[config.mk]
export PLATFORM = sky130hd
export DESIGN_NAME = gals_ttfs_event_encoder
export DESIGN_NICKNAME = d
export VERILOG_FILES = /design/src/rtl/gals_ttfs_event_encoder.sv
export SDC_FILE = /design/constraint.sdc
export NUM_CORES = 1
export LEC_CHECK = 0
export ABC_AREA = 1
export ABC_CLOCK_PERIOD_IN_PS = 17100
export CORE_AREA = 2 2 243 245
export DETAILED_ROUTE_END_ITERATION = 6
export DIE_AREA = 0 0 245 247
export PLACE_DENSITY = 0.48
export REMOVE_ABC_BUFFERS = 1
export SETUP_SLACK_MARGIN = 0.15
export SYNTH_ARGS = -nofsm -noshare
export SYNTH_HDL_FRONTEND = slang
export SYNTH_SLANG_ARGS = --single-unit
export TNS_END_PERCENT = 5
[constraint.sdc]
create_clock -name local_clk -period 17.1 [get_ports local_clk]
set_input_delay 5.13 -clock local_clk [delete_from_list [all_inputs] [get_ports local_clk]]
set_output_delay 5.13 -clock local_clk [all_outputs]
set_load 0.01 [all_outputs]
[src/rtl/gals_ttfs_event_encoder.sv]
// GALS ANN->SNN boundary encoder. It converts each 4-phase activation vector to time-to-first-spike
// events and streams them out as AER {addr,time} through a small first-word fall-through FIFO.
module gals_ttfs_event_encoder #(
    parameter int PIXEL_VEC_LEN = 8,
    parameter int NUM_PIXELS    = 20,
    parameter int DATA_W        = 8,
    parameter int TIME_W        = 8,
    parameter int SHIFT_W       = 3,
    parameter int FIFO_DEPTH    = 4,
    parameter int VEC_LEN       = NUM_PIXELS * PIXEL_VEC_LEN,
    parameter int ADDR_W        = $clog2(VEC_LEN),
    parameter int ECNT_W        = $clog2(VEC_LEN + 1)
) (
    input  logic                            local_clk,
    input  logic                            rst_n,
    input  logic [DATA_W-1:0]               cfg_k_min,
    input  logic [SHIFT_W-1:0]              cfg_shift,
    input  logic [TIME_W-1:0]               cfg_t_max,
    input  logic                            cfg_emit_silent,
    input  logic                            i_abort,
    input  logic                            i_data_req,
    output logic                            o_data_ack,
    input  logic [PIXEL_VEC_LEN*DATA_W-1:0] i_data_bus,
    output logic                            o_aer_req,
    input  logic                            i_aer_ack,
    output logic [ADDR_W-1:0]               o_aer_addr,
    output logic [TIME_W-1:0]               o_aer_time,
    output logic [ECNT_W-1:0]               o_event_cnt,
    output logic                            o_frame_done,
    output logic                            o_busy
);

    localparam int CALC_W = ((DATA_W > TIME_W) ? DATA_W : TIME_W) + 2;
    localparam int PIX_W  = (NUM_PIXELS > 1) ? $clog2(NUM_PIXELS) : 1;
    localparam int CH_W   = (PIXEL_VEC_LEN > 1) ? $clog2(PIXEL_VEC_LEN) : 1;
    localparam int PTR_W  = (FIFO_DEPTH > 1) ? $clog2(FIFO_DEPTH) : 1;
    localparam int CNT_W  = $clog2(FIFO_DEPTH + 1);
    localparam int ENT_W  = ADDR_W + TIME_W;

    typedef enum logic [2:0] {
        S_IDLE,
        S_ACK,
        S_SCAN,
        S_DRAIN,
        S_DONE,
        S_WAIT_REL
    } state_t;

    state_t state_reg, state_next;

    // Frame-latched configuration and the captured activation vector
    logic [DATA_W-1:0]               k_min_reg;
    logic [SHIFT_W-1:0]              shift_reg;
    logic [TIME_W-1:0]               t_max_reg;
    logic                            emit_silent_reg;
    logic [PIXEL_VEC_LEN*DATA_W-1:0] data_reg;

    logic [PIX_W-1:0]  pixel_idx_reg;
    logic [CH_W-1:0]   ch_reg;
    logic              ack_reg;
    logic [ECNT_W-1:0] event_cnt_reg;

    logic [ENT_W-1:0] fifo_mem [FIFO_DEPTH];
    logic [PTR_W-1:0] wr_ptr_reg, rd_ptr_reg;
    logic [CNT_W-1:0] count_reg;

    logic              fifo_empty, fifo_full;
    logic              accept, cfg_load, push, pop, ch_adv, ch_last, pix_last, emit, ack_next;
    logic [TIME_W-1:0] t_all [PIXEL_VEC_LEN];
    logic [TIME_W-1:0] t_cur;
    logic [ADDR_W-1:0] cur_addr;
    logic signed [CALC_W-1:0] t_max_w;
    logic [ENT_W-1:0]  head;

    assign t_max_w = $signed({{(CALC_W-TIME_W){t_max_reg[TIME_W-1]}}, t_max_reg});

    // Every channel gets its own TTFS datapath; SCAN only selects the current one
    for (genvar gi = 0; gi < PIXEL_VEC_LEN; gi++) begin : g_ch
        logic [DATA_W-1:0]        x;
        logic signed [CALC_W-1:0] sub_w;
        logic signed [CALC_W-1:0] sh_w;
        logic [TIME_W-1:0]        clamp_t;

        assign x     = data_reg[gi*DATA_W +: DATA_W];
        assign sub_w = $signed({{(CALC_W-DATA_W){x[DATA_W-1]}}, x})
                     - $signed({{(CALC_W-DATA_W){k_min_reg[DATA_W-1]}}, k_min_reg});
        assign sh_w  = sub_w >>> shift_reg;
        // Clamped value lies in [0,T_MAX], so it always fits the time width
        assign clamp_t = (sh_w < 0)       ? '0 :
                         (sh_w > t_max_w) ? t_max_reg :
                                            sh_w[TIME_W-1:0];
        assign t_all[gi] = t_max_reg - clamp_t;
    end

    assign t_cur      = t_all[ch_reg];
    assign cur_addr   = ADDR_W'(pixel_idx_reg) * ADDR_W'(PIXEL_VEC_LEN) + ADDR_W'(ch_reg);
    assign fifo_empty = (count_reg == '0);
    assign fifo_full  = (count_reg == CNT_W'(FIFO_DEPTH));
    assign ch_last    = (ch_reg == CH_W'(PIXEL_VEC_LEN - 1));
    assign pix_last   = (pixel_idx_reg == PIX_W'(NUM_PIXELS - 1));
    assign emit       = ($signed(t_cur) < $signed(t_max_reg)) || emit_silent_reg;
    assign head       = fifo_mem[rd_ptr_reg];

    // State register
    always_ff @(posedge local_clk or negedge rst_n) begin
        if (!rst_n) begin
            state_reg <= S_IDLE;
        end else begin
            state_reg <= state_next;
        end
    end

    // Next-state logic; abort overrides everything
    always_comb begin
        state_next = state_reg;
        if (i_abort) begin
            state_next = S_WAIT_REL;
        end else begin
            case (state_reg)
                S_IDLE:     if (i_data_req) state_next = S_ACK;
                S_ACK:      if (!i_data_req) state_next = S_SCAN;
                S_SCAN:     if (ch_adv && ch_last) state_next = pix_last ? S_DRAIN : S_IDLE;
                S_DRAIN:    if (fifo_empty) state_next = S_DONE;
                S_DONE:     state_next = S_IDLE;
                S_WAIT_REL: if (!i_data_req) state_next = S_IDLE;
                default:    state_next = S_IDLE;
            endcase
        end
    end

    // Control outputs of the FSM
    always_comb begin
        accept   = 1'b0;
        cfg_load = 1'b0;
        push     = 1'b0;
        ch_adv   = 1'b0;
        pop      = 1'b0;
        ack_next = 1'b0;
        if (!i_abort) begin
            accept   = (state_reg == S_IDLE) && i_data_req;
            cfg_load = accept && (pixel_idx_reg == '0);
            if (state_reg == S_SCAN) begin
                push   = emit && !fifo_full;
                ch_adv = !emit || !fifo_full;
            end
            pop      = !fifo_empty && i_aer_ack;
            ack_next = (state_next == S_ACK);
        end
    end

    // Datapath, counters and FIFO bookkeeping
    always_ff @(posedge local_clk or negedge rst_n) begin
        if (!rst_n) begin
            k_min_reg       <= '0;
            shift_reg       <= '0;
            t_max_reg       <= '0;
            emit_silent_reg <= 1'b0;
            data_reg        <= '0;
            pixel_idx_reg   <= '0;
            ch_reg          <= '0;
            ack_reg         <= 1'b0;
            event_cnt_reg   <= '0;
            wr_ptr_reg      <= '0;
            rd_ptr_reg      <= '0;
            count_reg       <= '0;
        end else if (i_abort) begin
            pixel_idx_reg <= '0;
            ch_reg        <= '0;
            ack_reg       <= 1'b0;
            event_cnt_reg <= '0;
            wr_ptr_reg    <= '0;
            rd_ptr_reg    <= '0;
            count_reg     <= '0;
        end else begin
            ack_reg <= ack_next;
            if (accept) begin
                data_reg <= i_data_bus;
            end
            if (cfg_load) begin
                k_min_reg       <= cfg_k_min;
                shift_reg       <= cfg_shift;
                t_max_reg       <= cfg_t_max;
                emit_silent_reg <= cfg_emit_silent;
            end
            if (ch_adv) begin
                ch_reg <= ch_last ? '0 : ch_reg + CH_W'(1);
                if (ch_last && !pix_last) begin
                    pixel_idx_reg <= pixel_idx_reg + PIX_W'(1);
                end
            end
            if (state_reg == S_DONE) begin
                pixel_idx_reg <= '0;
            end
            if (cfg_load) begin
                event_cnt_reg <= '0;
            end else if (pop) begin
                event_cnt_reg <= event_cnt_reg + ECNT_W'(1);
            end
            if (push) begin
                wr_ptr_reg <= wr_ptr_reg + PTR_W'(1);
            end
            if (pop) begin
                rd_ptr_reg <= rd_ptr_reg + PTR_W'(1);
            end
            if (push && !pop) begin
                count_reg <= count_reg + CNT_W'(1);
            end else if (pop && !push) begin
                count_reg <= count_reg - CNT_W'(1);
            end
        end
    end

    always_ff @(posedge local_clk) begin
        if (push) begin
            fifo_mem[wr_ptr_reg] <= {cur_addr, t_cur};
        end
    end

    assign o_data_ack   = ack_reg;
    assign o_aer_req    = !fifo_empty;
    assign o_aer_addr   = fifo_empty ? '0 : head[ENT_W-1 -: ADDR_W];
    assign o_aer_time   = fifo_empty ? '0 : head[TIME_W-1:0];
    assign o_event_cnt  = event_cnt_reg;
    assign o_frame_done = (state_reg == S_DONE);
    assign o_busy       = (state_reg != S_IDLE) || !fifo_empty;

endmodule
==> metrics.txt <==
# TYPE chip_impl_metric gauge
chip_impl_metric{name="maxSlewViolCount",unit=""} 0
chip_impl_metric{name="ys_seq_area_share",unit="%"} 27.2
chip_impl_metric{name="report.final.hold_viol_count",unit=""} 0
chip_impl_metric{name="initial_core_util",unit="%"} 29.6
chip_impl_metric{name="maxSlewHeadroom",unit="%"} 26.8
chip_impl_metric{name="final.setup.tns",unit="ns"} 0
chip_impl_info{name="final_common_cell",value="sky130_fd_sc_hd__nand2_1"} 1
chip_impl_info{name="postSynth.topFlopCell",value="sky130_fd_sc_hd__dfrtp_1"} 1
chip_impl_metric{name="worst_ep_arrival_time",unit="ns"} 8.60
chip_impl_info{name="timing.critical_path.to_type",value="register"} 1
chip_impl_metric{name="antenna_violations_before_repair",unit=""} 0
chip_impl_metric{name="maxCapViolations",unit=""} 0
chip_impl_metric{name="port-buffer-count",unit=""} 116
chip_impl_info{name="hold_path_class",value="reg -> reg"} 1
chip_impl_info{name="cts_root_buffer",value="sky130_fd_sc_hd__clkbuf_16"} 1
chip_impl_metric{name="finalWeightedCongestion",unit=""} 0.901
chip_impl_metric{name="cp.buffers_inverters",unit=""} 8
chip_impl_metric{name="finalCriticalPeriod",unit="ns"} 8.49
chip_impl_metric{name="routed-via-count",unit=""} 16500
chip_impl_info{name="mostFrequentLayoutCells",value="sky130_fd_sc_hd__nand2_1 (755), sky130_fd_sc_hd__inv_1 (322), sky130_fd_sc_hd__ha_1 (208)"} 1
chip_impl_metric{name="post_synth_instance_area",unit="sq um"} 17300
chip_impl_metric{name="multi_input_comb_area",unit="sq um"} 11000
chip_impl_metric{name="number_of_enable_flip_flop_cells_after_synthesis",unit=""} 64
chip_impl_metric{name="grt_pass1_wl",unit="um"} 85300
chip_impl_metric{name="fp-row-count",unit=""} 89
chip_impl_metric{name="finalCritPeriodShare",unit="%"} 49.6
chip_impl_metric{name="synthCells",unit=""} 2526
chip_impl_metric{name="ys.warnings.count",unit=""} 0
chip_impl_metric{name="tritoncts.num_buffers",unit=""} 17
chip_impl_metric{name="globalRoute.totalOverflow",unit=""} 0
chip_impl_metric{name="cts-root-to-sink-buffers",unit=""} 2
chip_impl_metric{name="ys_ff_latch",unit=""} 175
chip_impl_metric{name="drt_pre_antenna_iters",unit=""} 5
chip_impl_metric{name="fillerInstances",unit=""} 6370
chip_impl_info{name="crit_type",value="reg -> reg"} 1
chip_impl_metric{name="finClkSkew",unit="ns"} 0.0208
chip_impl_metric{name="combined_flip_flop_and_latch_cell_area",unit="sq um"} 4700
chip_impl_metric{name="cts_num_sinks",unit=""} 175
chip_impl_metric{name="cts_htree_levels",unit=""} 4
chip_impl_info{name="outcome",value="completed"} 1
chip_impl_info{name="rsz0062_at_grt",value="false"} 1
chip_impl_metric{name="hpwlAfterDp",unit="um"} 39500
chip_impl_metric{name="boundaryPins",unit=""} 117
chip_impl_metric{name="path_max_fanout",unit=""} 16
chip_impl_metric{name="drcViolationCount",unit=""} 0
chip_impl_metric{name="totalWireLength",unit="um"} 53200
chip_impl_info{name="cp_dominant_cell_by_count",value="sky130_fd_sc_hd__nand2_1"} 1
chip_impl_info{name="slowest_cp_cell",value="sky130_fd_sc_hd__dfrtp_1"} 1
chip_impl_metric{name="worst_path_largest_cell_delay",unit="ns"} 0.78
chip_impl_metric{name="route.detailed.wl_per_inst",unit="um"} 15.7
chip_impl_metric{name="die_h",unit="um"} 247
chip_impl_metric{name="worst_tran_pin_value",unit="ns"} 1.10
chip_impl_info{name="tritoncts",value="done"} 1
chip_impl_metric{name="nets",unit=""} 2914
chip_impl_info{name="worst_setup_start_kind",value="register"} 1
chip_impl_metric{name="postRouteAntennaNets",unit=""} 0
chip_impl_metric{name="floorplan.die.width",unit="um"} 245
chip_impl_metric{name="setup_viols_final",unit=""} 0
chip_impl_metric{name="cts_resized",unit=""} 0
chip_impl_info{name="crit_family",value="simple AND/OR/NAND/NOR gates"} 1
chip_impl_metric{name="worstPathRequired",unit="ns"} 17.21
chip_impl_metric{name="cts.repair_timing.setup_buffer_count",unit=""} 0
chip_impl_metric{name="async_flop_share",unit="%"} 63.4
chip_impl_metric{name="antenna_cells",unit=""} 0
chip_impl_metric{name="syn_to_final_growth",unit="%"} 15.1
chip_impl_metric{name="drive_above_1_share",unit="%"} 3.44
chip_impl_metric{name="via_per_inst",unit=""} 4.88
chip_impl_metric{name="clkTransAtPathRegs",unit="ns"} 0.09
chip_impl_metric{name="timing.fmax",unit="MHz"} 118
chip_impl_metric{name="grt_max_degree",unit=""} 68
chip_impl_metric{name="dr.first_iter.drc_count",unit=""} 860
chip_impl_metric{name="via_count_of_the_first_global_routing_pass",unit=""} 16200
chip_impl_metric{name="core",unit="sq um"} 58200
chip_impl_metric{name="syn-mean-instance-area",unit="sq um"} 6.83
chip_impl_metric{name="die-area",unit="sq um"} 60500
chip_impl_metric{name="hold_buffers",unit=""} 0
chip_impl_metric{name="clk_latency",unit="ns"} 0.50
chip_impl_metric{name="netlist-cell-type-count",unit=""} 46
chip_impl_metric{name="grtUsageTotal",unit="%"} 17.9
Yosys cell counts, types with 3 or more instances:
master	number	area, sq um
sky130_fd_sc_hd__clkinv_1	6	22.5
sky130_fd_sc_hd__inv_2	8	30.0
sky130_fd_sc_hd__a32oi_1	5	43.8
sky130_fd_sc_hd__nor3_1	12	60.1
sky130_fd_sc_hd__clkbuf_1	60	225
sky130_fd_sc_hd__o21ai_0	154	771
sky130_fd_sc_hd__nor3b_2	3	37.5
sky130_fd_sc_hd__buf_2	8	40.0
sky130_fd_sc_hd__nand2_1	755	2830
sky130_fd_sc_hd__o211ai_1	21	158
sky130_fd_sc_hd__inv_1	324	1220
sky130_fd_sc_hd__dfrtp_1	111	2780
sky130_fd_sc_hd__o221ai_1	10	87.6
sky130_fd_sc_hd__xnor2_1	8	70.1
sky130_fd_sc_hd__ha_1	208	2600
sky130_fd_sc_hd__or2_1	5	31.3
sky130_fd_sc_hd__buf_1	13	48.8
sky130_fd_sc_hd__a31oi_1	24	150
sky130_fd_sc_hd__nand2_2	3	18.8
sky130_fd_sc_hd__or2_2	4	25.0
sky130_fd_sc_hd__nor4_1	6	37.5
sky130_fd_sc_hd__o21bai_1	14	105
sky130_fd_sc_hd__xor2_1	48	420
sky130_fd_sc_hd__o21ai_1	46	230
sky130_fd_sc_hd__nand3_1	176	881
sky130_fd_sc_hd__a21oi_1	146	731
sky130_fd_sc_hd__a22oi_1	10	75.1
sky130_fd_sc_hd__o22ai_1	33	206
sky130_fd_sc_hd__edfxtp_1	64	1920
sky130_fd_sc_hd__a21o_1	6	45.0
sky130_fd_sc_hd__nor2_1	171	642
sky130_fd_sc_hd__nand3_2	3	30.0
sky130_fd_sc_hd__nand4_1	27	169
sky130_fd_sc_hd__fa_1	17	340
metrics by stage:
stage	util [%]	setup slack, ns	instances	hold slack [ns]	area [sq um]
finish	34.1	8.61	3386	0.480	19900
global route	34.1	7.85	3386	0.501	19900
CTS	34.1	8.58	3386	0.486	19900
detailed placement	33.0	8.63	3354	0.467	19200
global placement	33.0	8.73	3354	0.464	19200
floorplan	-	8.06	2445	0.446	16900
worst paths after layout:
path / cells past startpoint / slack, ns / startpoint / endpoint
max reg2reg: 45 / 8.61 / k_min_reg[0] / fifo_mem[3][2]
min reg2reg: 2 / 0.48 / data_reg[44] / data_reg[44]
min: 2 / 0.48 / data_reg[44] / data_reg[44]
max in group asynchronous: 2 / 11.06 / rst_n / shift_reg[0]
max: 45 / 8.61 / k_min_reg[0] / fifo_mem[3][2]
min in group asynchronous: 1 / 4.61 / rst_n / data_reg[11]
kinds of logic (layout without fill, tap and decap cells):
logic type | after synthesis | after routing | synth area share (%)
and+or+nand+nor | 1174 | 1174 | 28.2
AOI/OAI and AO/OA | 476 | 476 | 15.4
buffers and inverters | 419 | 506 | 9.17
adders and majority gates | 225 | 225 | 17.1
DFF | 175 | 175 | 27.2
xor gates and xnor gates | 56 | 56 | 2.84
muxes | 1 | 1 | 0.0653
layer usage:
layer	up-vias	global-route usage [%]	share of wire (%)
li1	8540	-	-
met1	7687	23.0	47
met2	258	31.3	48
met3	48	2.70	3.0
met4	0	4.41	1.6
met5	-	0	0
final cells by class:
type	instances	area share [%]
clock buffers	17	2.14
clock inverters	15	1.01
multi-input cells	1932	55.3
repair buffers	136	6.59
flip-flops and latches	175	23.7
inverters	338	6.39
well taps	773	4.87
worst reg2reg max path: cells and delay by family, from the launching register on:
| family | cells | cell delay (ns) |
|---|---|---|
| flip-flops | 1 | 0.78 |
| adder cells (fa/ha/maj) | 6 | 1.81 |
| AO/OA/AOI/OAI | 6 | 1.19 |
| XOR/XNOR | 2 | 0.46 |
| buffers and inverters | 8 | 0.59 |
| AND/OR/NAND/NOR | 23 | 3.28 |
Power is not shown: default switching activity piles up to over one toggle a cycle in this logic, so the estimate is an artifact.
